===== config.mk =====
export PLATFORM = sky130hd
export DESIGN_NAME = pipelined_control_unit
export DESIGN_NICKNAME = d
export VERILOG_FILES = /design/src/rtl/pipelined_control_unit.sv
export SDC_FILE = /design/constraint.sdc
export NUM_CORES = 1
export LEC_CHECK = 0
export ABC_CLOCK_PERIOD_IN_PS = 5750
export CORE_MARGIN = 5
export CORE_UTILIZATION = 45
export CTS_BUF_LIST = sky130_fd_sc_hd__clkbuf_16
export CTS_CLUSTER_DIAMETER = 100
export CTS_CLUSTER_SIZE = 20
export DETAILED_ROUTE_END_ITERATION = 8
export PLACE_DENSITY = 0.79
export SETUP_SLACK_MARGIN = 0.2
export SYNTH_ARGS = -nofsm -noshare
export SYNTH_HDL_FRONTEND = slang
export SYNTH_SLANG_ARGS = --single-unit

===== constraint.sdc =====
create_clock -name clk -period 5.75 [get_ports clk]
set_input_delay 1.15 -clock clk [delete_from_list [all_inputs] [get_ports clk]]
set_output_delay 1.15 -clock clk [all_outputs]
set_load 0.01 [all_outputs]

===== src/rtl/pipelined_control_unit.sv =====
// ID-stage decoder with condition evaluation, registered as the ID/EX control
// stage; also sequences multi-cycle MUL by stalling the front end.
module pipelined_control_unit #(
  parameter int CMD_W       = 4,
  parameter int MUL_LATENCY = 4,
  parameter int CNT_W       = 3
) (
  input  logic             clk,
  input  logic             rst,
  input  logic             valid_i,
  input  logic [1:0]       mode,
  input  logic [3:0]       op_code,
  input  logic             s_in,
  input  logic             is_mul,
  input  logic [3:0]       cond,
  input  logic [3:0]       status,
  input  logic             hazard,
  input  logic             flush,
  output logic [CMD_W-1:0] exe_cmd_o,
  output logic             mem_read_o,
  output logic             mem_write_o,
  output logic             wb_en_o,
  output logic             b_o,
  output logic             s_o,
  output logic             mul_start_o,
  output logic             valid_o,
  output logic             stall_o
);

  localparam logic [0:0] ST_IDLE     = 1'b0;
  localparam logic [0:0] ST_MUL_BUSY = 1'b1;

  logic [0:0]       state_q, state_d;
  logic [CNT_W-1:0] cnt_q, cnt_d;
  logic [CMD_W-1:0] exe_cmd_q, exe_cmd_d;
  logic             mem_read_q, mem_read_d;
  logic             mem_write_q, mem_write_d;
  logic             wb_en_q, wb_en_d;
  logic             b_q, b_d;
  logic             s_q, s_d;
  logic             mul_start_q, mul_start_d;
  logic             valid_q, valid_d;

  logic [3:0] dec_cmd;
  logic       dec_mem_read, dec_mem_write, dec_wb, dec_b, dec_s;
  logic       dp_known;
  logic       cond_pass;
  logic       mul_op;
  logic       accept;

  // NOTE: every combinational output gets a default first so no path leaves it
  // unassigned; otherwise synthesis infers a latch.
  always_comb begin
    dec_cmd       = 4'b0000;
    dec_mem_read  = 1'b0;
    dec_mem_write = 1'b0;
    dec_wb        = 1'b0;
    dec_b         = 1'b0;
    dec_s         = 1'b0;
    dp_known      = 1'b1;
    unique case (mode)
      2'b00: begin
        if (is_mul) begin
          dec_cmd = 4'b1010;
          dec_wb  = 1'b1;
        end else begin
          unique case (op_code)
            4'b1101: begin dec_cmd = 4'b0001; dec_wb = 1'b1; end
            4'b1111: begin dec_cmd = 4'b1001; dec_wb = 1'b1; end
            4'b0100: begin dec_cmd = 4'b0010; dec_wb = 1'b1; end
            4'b0101: begin dec_cmd = 4'b0011; dec_wb = 1'b1; end
            4'b0010: begin dec_cmd = 4'b0100; dec_wb = 1'b1; end
            4'b0110: begin dec_cmd = 4'b0101; dec_wb = 1'b1; end
            4'b0000: begin dec_cmd = 4'b0110; dec_wb = 1'b1; end
            4'b1100: begin dec_cmd = 4'b0111; dec_wb = 1'b1; end
            4'b0001: begin dec_cmd = 4'b1000; dec_wb = 1'b1; end
            4'b1010: dec_cmd = 4'b0100;
            4'b1000: dec_cmd = 4'b0110;
            default: dp_known = 1'b0;
          endcase
        end
        dec_s = s_in & dp_known;
      end
      2'b01: begin
        if (op_code == 4'b0100) begin
          dec_cmd       = 4'b0010;
          dec_mem_read  = s_in;
          dec_wb        = s_in;
          dec_mem_write = ~s_in;
        end
      end
      2'b10:   dec_b = 1'b1;
      default: ;
    endcase
  end

  always_comb begin
    logic n, z, c, v;
    {n, z, c, v} = status;
    unique case (cond)
      4'b0000: cond_pass = z;
      4'b0001: cond_pass = ~z;
      4'b0010: cond_pass = c;
      4'b0011: cond_pass = ~c;
      4'b0100: cond_pass = n;
      4'b0101: cond_pass = ~n;
      4'b0110: cond_pass = v;
      4'b0111: cond_pass = ~v;
      4'b1000: cond_pass = c & ~z;
      4'b1001: cond_pass = ~c | z;
      4'b1010: cond_pass = (n == v);
      4'b1011: cond_pass = (n != v);
      4'b1100: cond_pass = ~z & (n == v);
      4'b1101: cond_pass = z | (n != v);
      4'b1110: cond_pass = 1'b1;
      default: cond_pass = 1'b0;
    endcase
  end

  assign mul_op = is_mul & (mode == 2'b00);
  // accept folds in every bubble source: flush, hazard, MUL busy, invalid, cond fail
  assign accept = valid_i & cond_pass & ~hazard & ~flush & (state_q == ST_IDLE);

  always_comb begin
    exe_cmd_d   = '0;
    mem_read_d  = 1'b0;
    mem_write_d = 1'b0;
    wb_en_d     = 1'b0;
    b_d         = 1'b0;
    s_d         = 1'b0;
    valid_d     = 1'b0;
    mul_start_d = 1'b0;
    if (accept) begin
      exe_cmd_d   = CMD_W'(dec_cmd);
      mem_read_d  = dec_mem_read;
      mem_write_d = dec_mem_write;
      wb_en_d     = dec_wb;
      b_d         = dec_b;
      s_d         = dec_s;
      valid_d     = 1'b1;
      mul_start_d = mul_op;
    end
  end

  always_comb begin
    state_d = state_q;
    cnt_d   = cnt_q;
    unique case (state_q)
      ST_IDLE: begin
        if (accept && mul_op) begin
          state_d = ST_MUL_BUSY;
          cnt_d   = CNT_W'(MUL_LATENCY - 1);
        end
      end
      default: begin
        if (flush) begin
          state_d = ST_IDLE;
          cnt_d   = '0;
        end else begin
          cnt_d = cnt_q - CNT_W'(1);
          if (cnt_q == CNT_W'(1)) state_d = ST_IDLE;
        end
      end
    endcase
  end

  // The last busy cycle releases the stall so the next instruction issues
  // exactly as the FSM returns to IDLE.
  assign stall_o = ~rst & (((state_q == ST_MUL_BUSY) & (cnt_q != CNT_W'(1)) & ~flush) |
                           ((state_q == ST_IDLE) & accept & mul_op));

  // NOTE: sequential state uses non-blocking assignments so all flops sample
  // pre-edge values regardless of statement order.
  always_ff @(posedge clk or posedge rst) begin
    if (rst) begin
      state_q     <= ST_IDLE;
      cnt_q       <= '0;
      exe_cmd_q   <= '0;
      mem_read_q  <= 1'b0;
      mem_write_q <= 1'b0;
      wb_en_q     <= 1'b0;
      b_q         <= 1'b0;
      s_q         <= 1'b0;
      mul_start_q <= 1'b0;
      valid_q     <= 1'b0;
    end else begin
      state_q     <= state_d;
      cnt_q       <= cnt_d;
      exe_cmd_q   <= exe_cmd_d;
      mem_read_q  <= mem_read_d;
      mem_write_q <= mem_write_d;
      wb_en_q     <= wb_en_d;
      b_q         <= b_d;
      s_q         <= s_d;
      mul_start_q <= mul_start_d;
      valid_q     <= valid_d;
    end
  end

  assign exe_cmd_o   = exe_cmd_q;
  assign mem_read_o  = mem_read_q;
  assign mem_write_o = mem_write_q;
  assign wb_en_o     = wb_en_q;
  assign b_o         = b_q;
  assign s_o         = s_q;
  assign mul_start_o = mul_start_q;
  assign valid_o     = valid_q;

endmodule


# Word level (Yosys, flattened, before mapping)
# Index checks and enable logic that the tools add are counted.
# classes
n_addsub	1
mul	0
div_mod_pow	0
n_lt_le_gt_ge	0
n_eq_ne	30
n_shift	0
muxes	32
bitwise	25
n_reduce_logical	9
# ops
operator	n
equality test 4 bit, second input constant	12
one-hot mux 4 bit (9 select lines)	1
equality test 4 x 3 -> 1 bit, second input constant	7
two-way mux 1 bit	22
one-hot mux 1 bit (15 select lines)	1
bitwise AND 1 bit	13
equality test 4 x 2 -> 1 bit, second input constant	3
OR reduction 11 bit	1
two-way mux 3 bit	3
inverter 1 bit	9
OR reduction 9 bit	1
equality test 4 x 1 -> 1 bit, second input constant	2
logical NOT 4 bit	2
two-way mux 4 bit	2
one-hot mux 4 bit (2 select lines)	1
OR reduction 2 bit	2
equality test 3 x 1 -> 1 bit, second input constant	1
inequality test 3 x 1 -> 1 bit, second input constant	1
OR 1 bit	3
subtractor 3 x 1 -> 3 bit, second input constant	1
equality test 2 x 1 -> 1 bit, second input constant	1
equality test 2 bit, second input constant	1
logical NOT 2 bit	1
two-way mux 2 bit	1
other kinds (5)	5
# word_totals
ff_bits	15
latchBits	0
ramBits	0
romBits	0
output_inout_bits	12
elab_cells	107
mem_count	0

# Depth between registers and ports, before layout
# depth
depth_word	11
ltp_mapped	6

# Worst setup path after synthesis
# No wires, ideal clock.
# synth_timing
path_kind	input to output
startpoint	input hazard
endpoint	output stall_o
t_arrival_ns	2.458
required_ns	4.600
slack_ns	2.142
stages	5
n_path_buf	0
path_cell_list	or4b_4 or3_4 nor2_4 o31ai_2 a21oi_1
# synth_between
elab_chain_cells	8
# synth_lines
item	line_no	rtl
start, declared	17	input logic hazard,
inverter 1 bit	122	assign accept = valid_i & cond_pass & ~hazard & ~flush & (state_q == ST_IDLE);
bitwise AND 1 bit (3 in a row)	122	
bitwise AND 1 bit (2 in a row)	170	((state_q == ST_IDLE) & accept & mul_op));
OR 1 bit	169	assign stall_o = ~rst & (((state_q == ST_MUL_BUSY) & (cnt_q != CNT_W'(1)) & ~flush) |
bitwise AND 1 bit	169	
end, declared	27	output logic stall_o
# Every way passes these cells.

# Final worst setup path
# layout_timing
startpoint	input cond[1]
endpoint	output stall_o
# layout_between
elab_chain_cells	10
# layout_lines
item	line_no	rtl
start, declared	15	input logic [3:0] cond,
equality test 4 bit (tied with other cells)	100	unique case (cond)
one-hot mux 1 bit (15 select lines) *	100	
bitwise AND 1 bit * (4 in a row)	122	
bitwise AND 1 bit * (2 in a row)	170	
OR 1 bit *	169	
bitwise AND 1 bit *	169	
# Mark *: on every way between the ends. The rest lies on a longest branch, timed or not.

==> run metrics <==
DR pass1 iterations 4; Final Hold Slack 0.537 ns; Critical Path AT ~3.5 ns; htree depth 1; hold_buf cts 0; setup TNS 0 ns; clk_lat worst skew approximately 0.24 ns; Residual DRC 0; Post-Syn Instances ~110; vias approximately 930; port bufs 32; number of synthesized flops with an enable pin 0; Primary FF master, synth dfrtp_1; Syn Std Cell Area ~990 um2; largest family of logic cells by synthesized area simple AND/OR/NAND/NOR gates; largest cells by area after synthesis dfrtp_1 38%, inv_1 4.6%, nor3_1 3.5%; Antenna diodes 0; most common library cells after synthesis 15 x dfrtp_1, 12 x inv_1, 8 x nand2_1; WL per Instance about 13 um; critical path capture point type output pin; TritonCTS Buffers 3; initial antenna violation count 0; sequential cell area fraction in the yosys report between 30% and 40%; final WL ~2300 um; Final Non-Filler Cells ~170; count leader, synth dfrtp_1; CTS Buffer Depth 2; Synth Area per Inst about 8.7 um2; status complete, no violations; mux cell area share after synthesis 2.15%; chip width around 57 um; period utilisation layout approximately four fifths; height of the chip roughly 57 um; Worst Hold Class reg2reg; Final Hold Viols 0; worst relative slew slack ~58%; dpl cells ~170; Final Critical Period roughly 4.7 ns; Pleak roughly 0.59 nW; post-synth top area cell dfrtp_1; DP Worst Slack ~1.1 ns; worst slew pin tran between 0.6 and 0.7 ns; proportion of netlist area held by the largest area contributor a little under two fifths; first-pass GRT wire length about 4000 um; CP Class in2out; worst endpoint required time 4.60 ns; GP Congestion about 0.83; layout cells sized above 1 7.69%; flops & latches, synth 15; RSZ-0062 raised after global routing no; adder-cell share of the synthesized area 3.55%; # Post-CTS Setup Buffers 0; fmax between 200 and 250 MHz; maximum vdd drop approximately 0.14 mV; GR Overflow Total 0; Unique masters post-synth 36; post-synthesis xor/xnor area fraction 5.32%; total track usage between 10% and 20%; Worst setup SP type primary input; DIE AREA approximately 0.0032 mm2; CTS Sinks 15; Yosys Warn Count 0; Fin Clk Skew around 0.00083 ns; max_cap viols 0; vias per std cell around 5.4; I/O pin total 33; Post-DRT Antenna Nets 0; simple-gate portion of the synthesized area about a quarter; final setup margin 1.06 ns; Async S/R FF share, synth between 90% and 100%; TritonCTS clock tree done; Pins Over Slew Limit 0; clock slew at reported path FFs roughly 0.04 ns; post-synthesis compound-gate area fraction between 10% and 20%; CTS resizes 0; PwrDens 233 mW/mm2; Setup Viol. Count Final 0; initial DRC count 20; Starting Density between 40% and 50%; Root Driver clkbuf_16; synthesized net count ~140; crit path max fanout 7; area of the core roughly 0.0021 mm2; area grow syn2layout 41.4%; vias in the first global route 933; DP Wirelength about 1700 um; largest net degree at the start of global routing 16; nets between 150 and 200; FP Rows 17
## metal layers
layer,part of all wire (%),vias to the layer above,global-route usage [%]
met4,2.5,0,7.95
met3,5.8,6,2.99
met2,51,26,27.9
li1,-,462,-
met5,0,-,0
met1,41,435,16.4
## stage by stage
step | cell area, um2 | total power, mW | util (%)
CTS | 1400 | 0.327 | 65.0
floorplan | 987 | 0.167 | -
global placement | 1320 | 0.192 | 61.3
finish | 1400 | 0.325 | 65.0
detailed placement | 1320 | 0.196 | 61.3
global route | 1400 | 0.342 | 65.0
## state kept, by name, indices dropped and copies added, names as in the netlist
signal and count:
b_o 1, wb_en_o 1, exe_cmd_o 4, state_q 1, mem_read_o 1, cnt_q 3
mul_start_o 1, mem_write_o 1, s_o 1, valid_o 1
## worst max-delay path: stages
cell	delay (ns)
clkdlybuf4s50_1	0.60
mux2_2	0.37
a32oi_1	0.19
nand4_1	0.17
o31ai_2	0.45
a21oi_1	0.12
clkdlybuf4s50_1	0.50
## power by group
part / internal [mW] / switching [mW] / total [mW] / leakage, nW
registers: 0.114 / 0.00657 / 0.121 / 0.205
logic: 0.0355 / 0.0387 / 0.0742 / 0.343
clock network: 0.0917 / 0.0380 / 0.130 / 0.0423
total: 0.242 / 0.0834 / 0.325 / 0.590
## area by class of cell
type | instances | area [um2]
Timing Repair Buffer | 32 | 320
Multi-Input combinational cell | 80 | 542
Fill cell | 174 | 752
Clock buffer | 3 | 75.1
Clock inverter | 1 | 3.75
Inverter | 12 | 45.0
Tap cell | 28 | 35.0
Sequential cell | 15 | 375
## kinds of logic (layout without fill, tap and decap cells)
| kind of cell | Yosys count | after routing |
|---|---|---|
| multiplexers | 2 | 2 |
| buffers and inverters | 18 | 48 |
| XOR/XNOR | 6 | 6 |
| flip-flops | 15 | 15 |
| AND/OR/NAND/NOR | 44 | 44 |
| AO/OA/AOI/OAI | 25 | 25 |
| adder cells (fa/ha/maj) | 3 | 3 |
## cells in the final DEF (no fill, tap or decap), drive strengths merged, types with 2 or more instances in the layout
cell type and n:
nor4 2, nor3 8, inv 13, nand3 2, clkdlybuf4s50 32, nand2 8, nor2 8, a21oi 6
xor2 4, ha 2, clkbuf 3, a22oi 3, dfrtp 15, a211oi 2, xnor2 2, nand4 4
o21ai 7, nor4bb 3, nor2b 4
## worst paths after layout
kind                                from            to  slack [ns]  depth (start not counted)
worst max register to register   state_q      cnt_q[2]        3.77                          5
worst max-delay path             cond[1]       stall_o        1.06                          7
min in group asynchronous            rst      cnt_q[2]        1.28                          2
max in group asynchronous            rst  exe_cmd_o[2]        4.11                          2
worst min-delay path            cnt_q[1]      cnt_q[1]        0.54                          2
worst min register to register  cnt_q[1]      cnt_q[1]        0.54                          2
No activity file was read; power rests on OpenSTA's default activity.
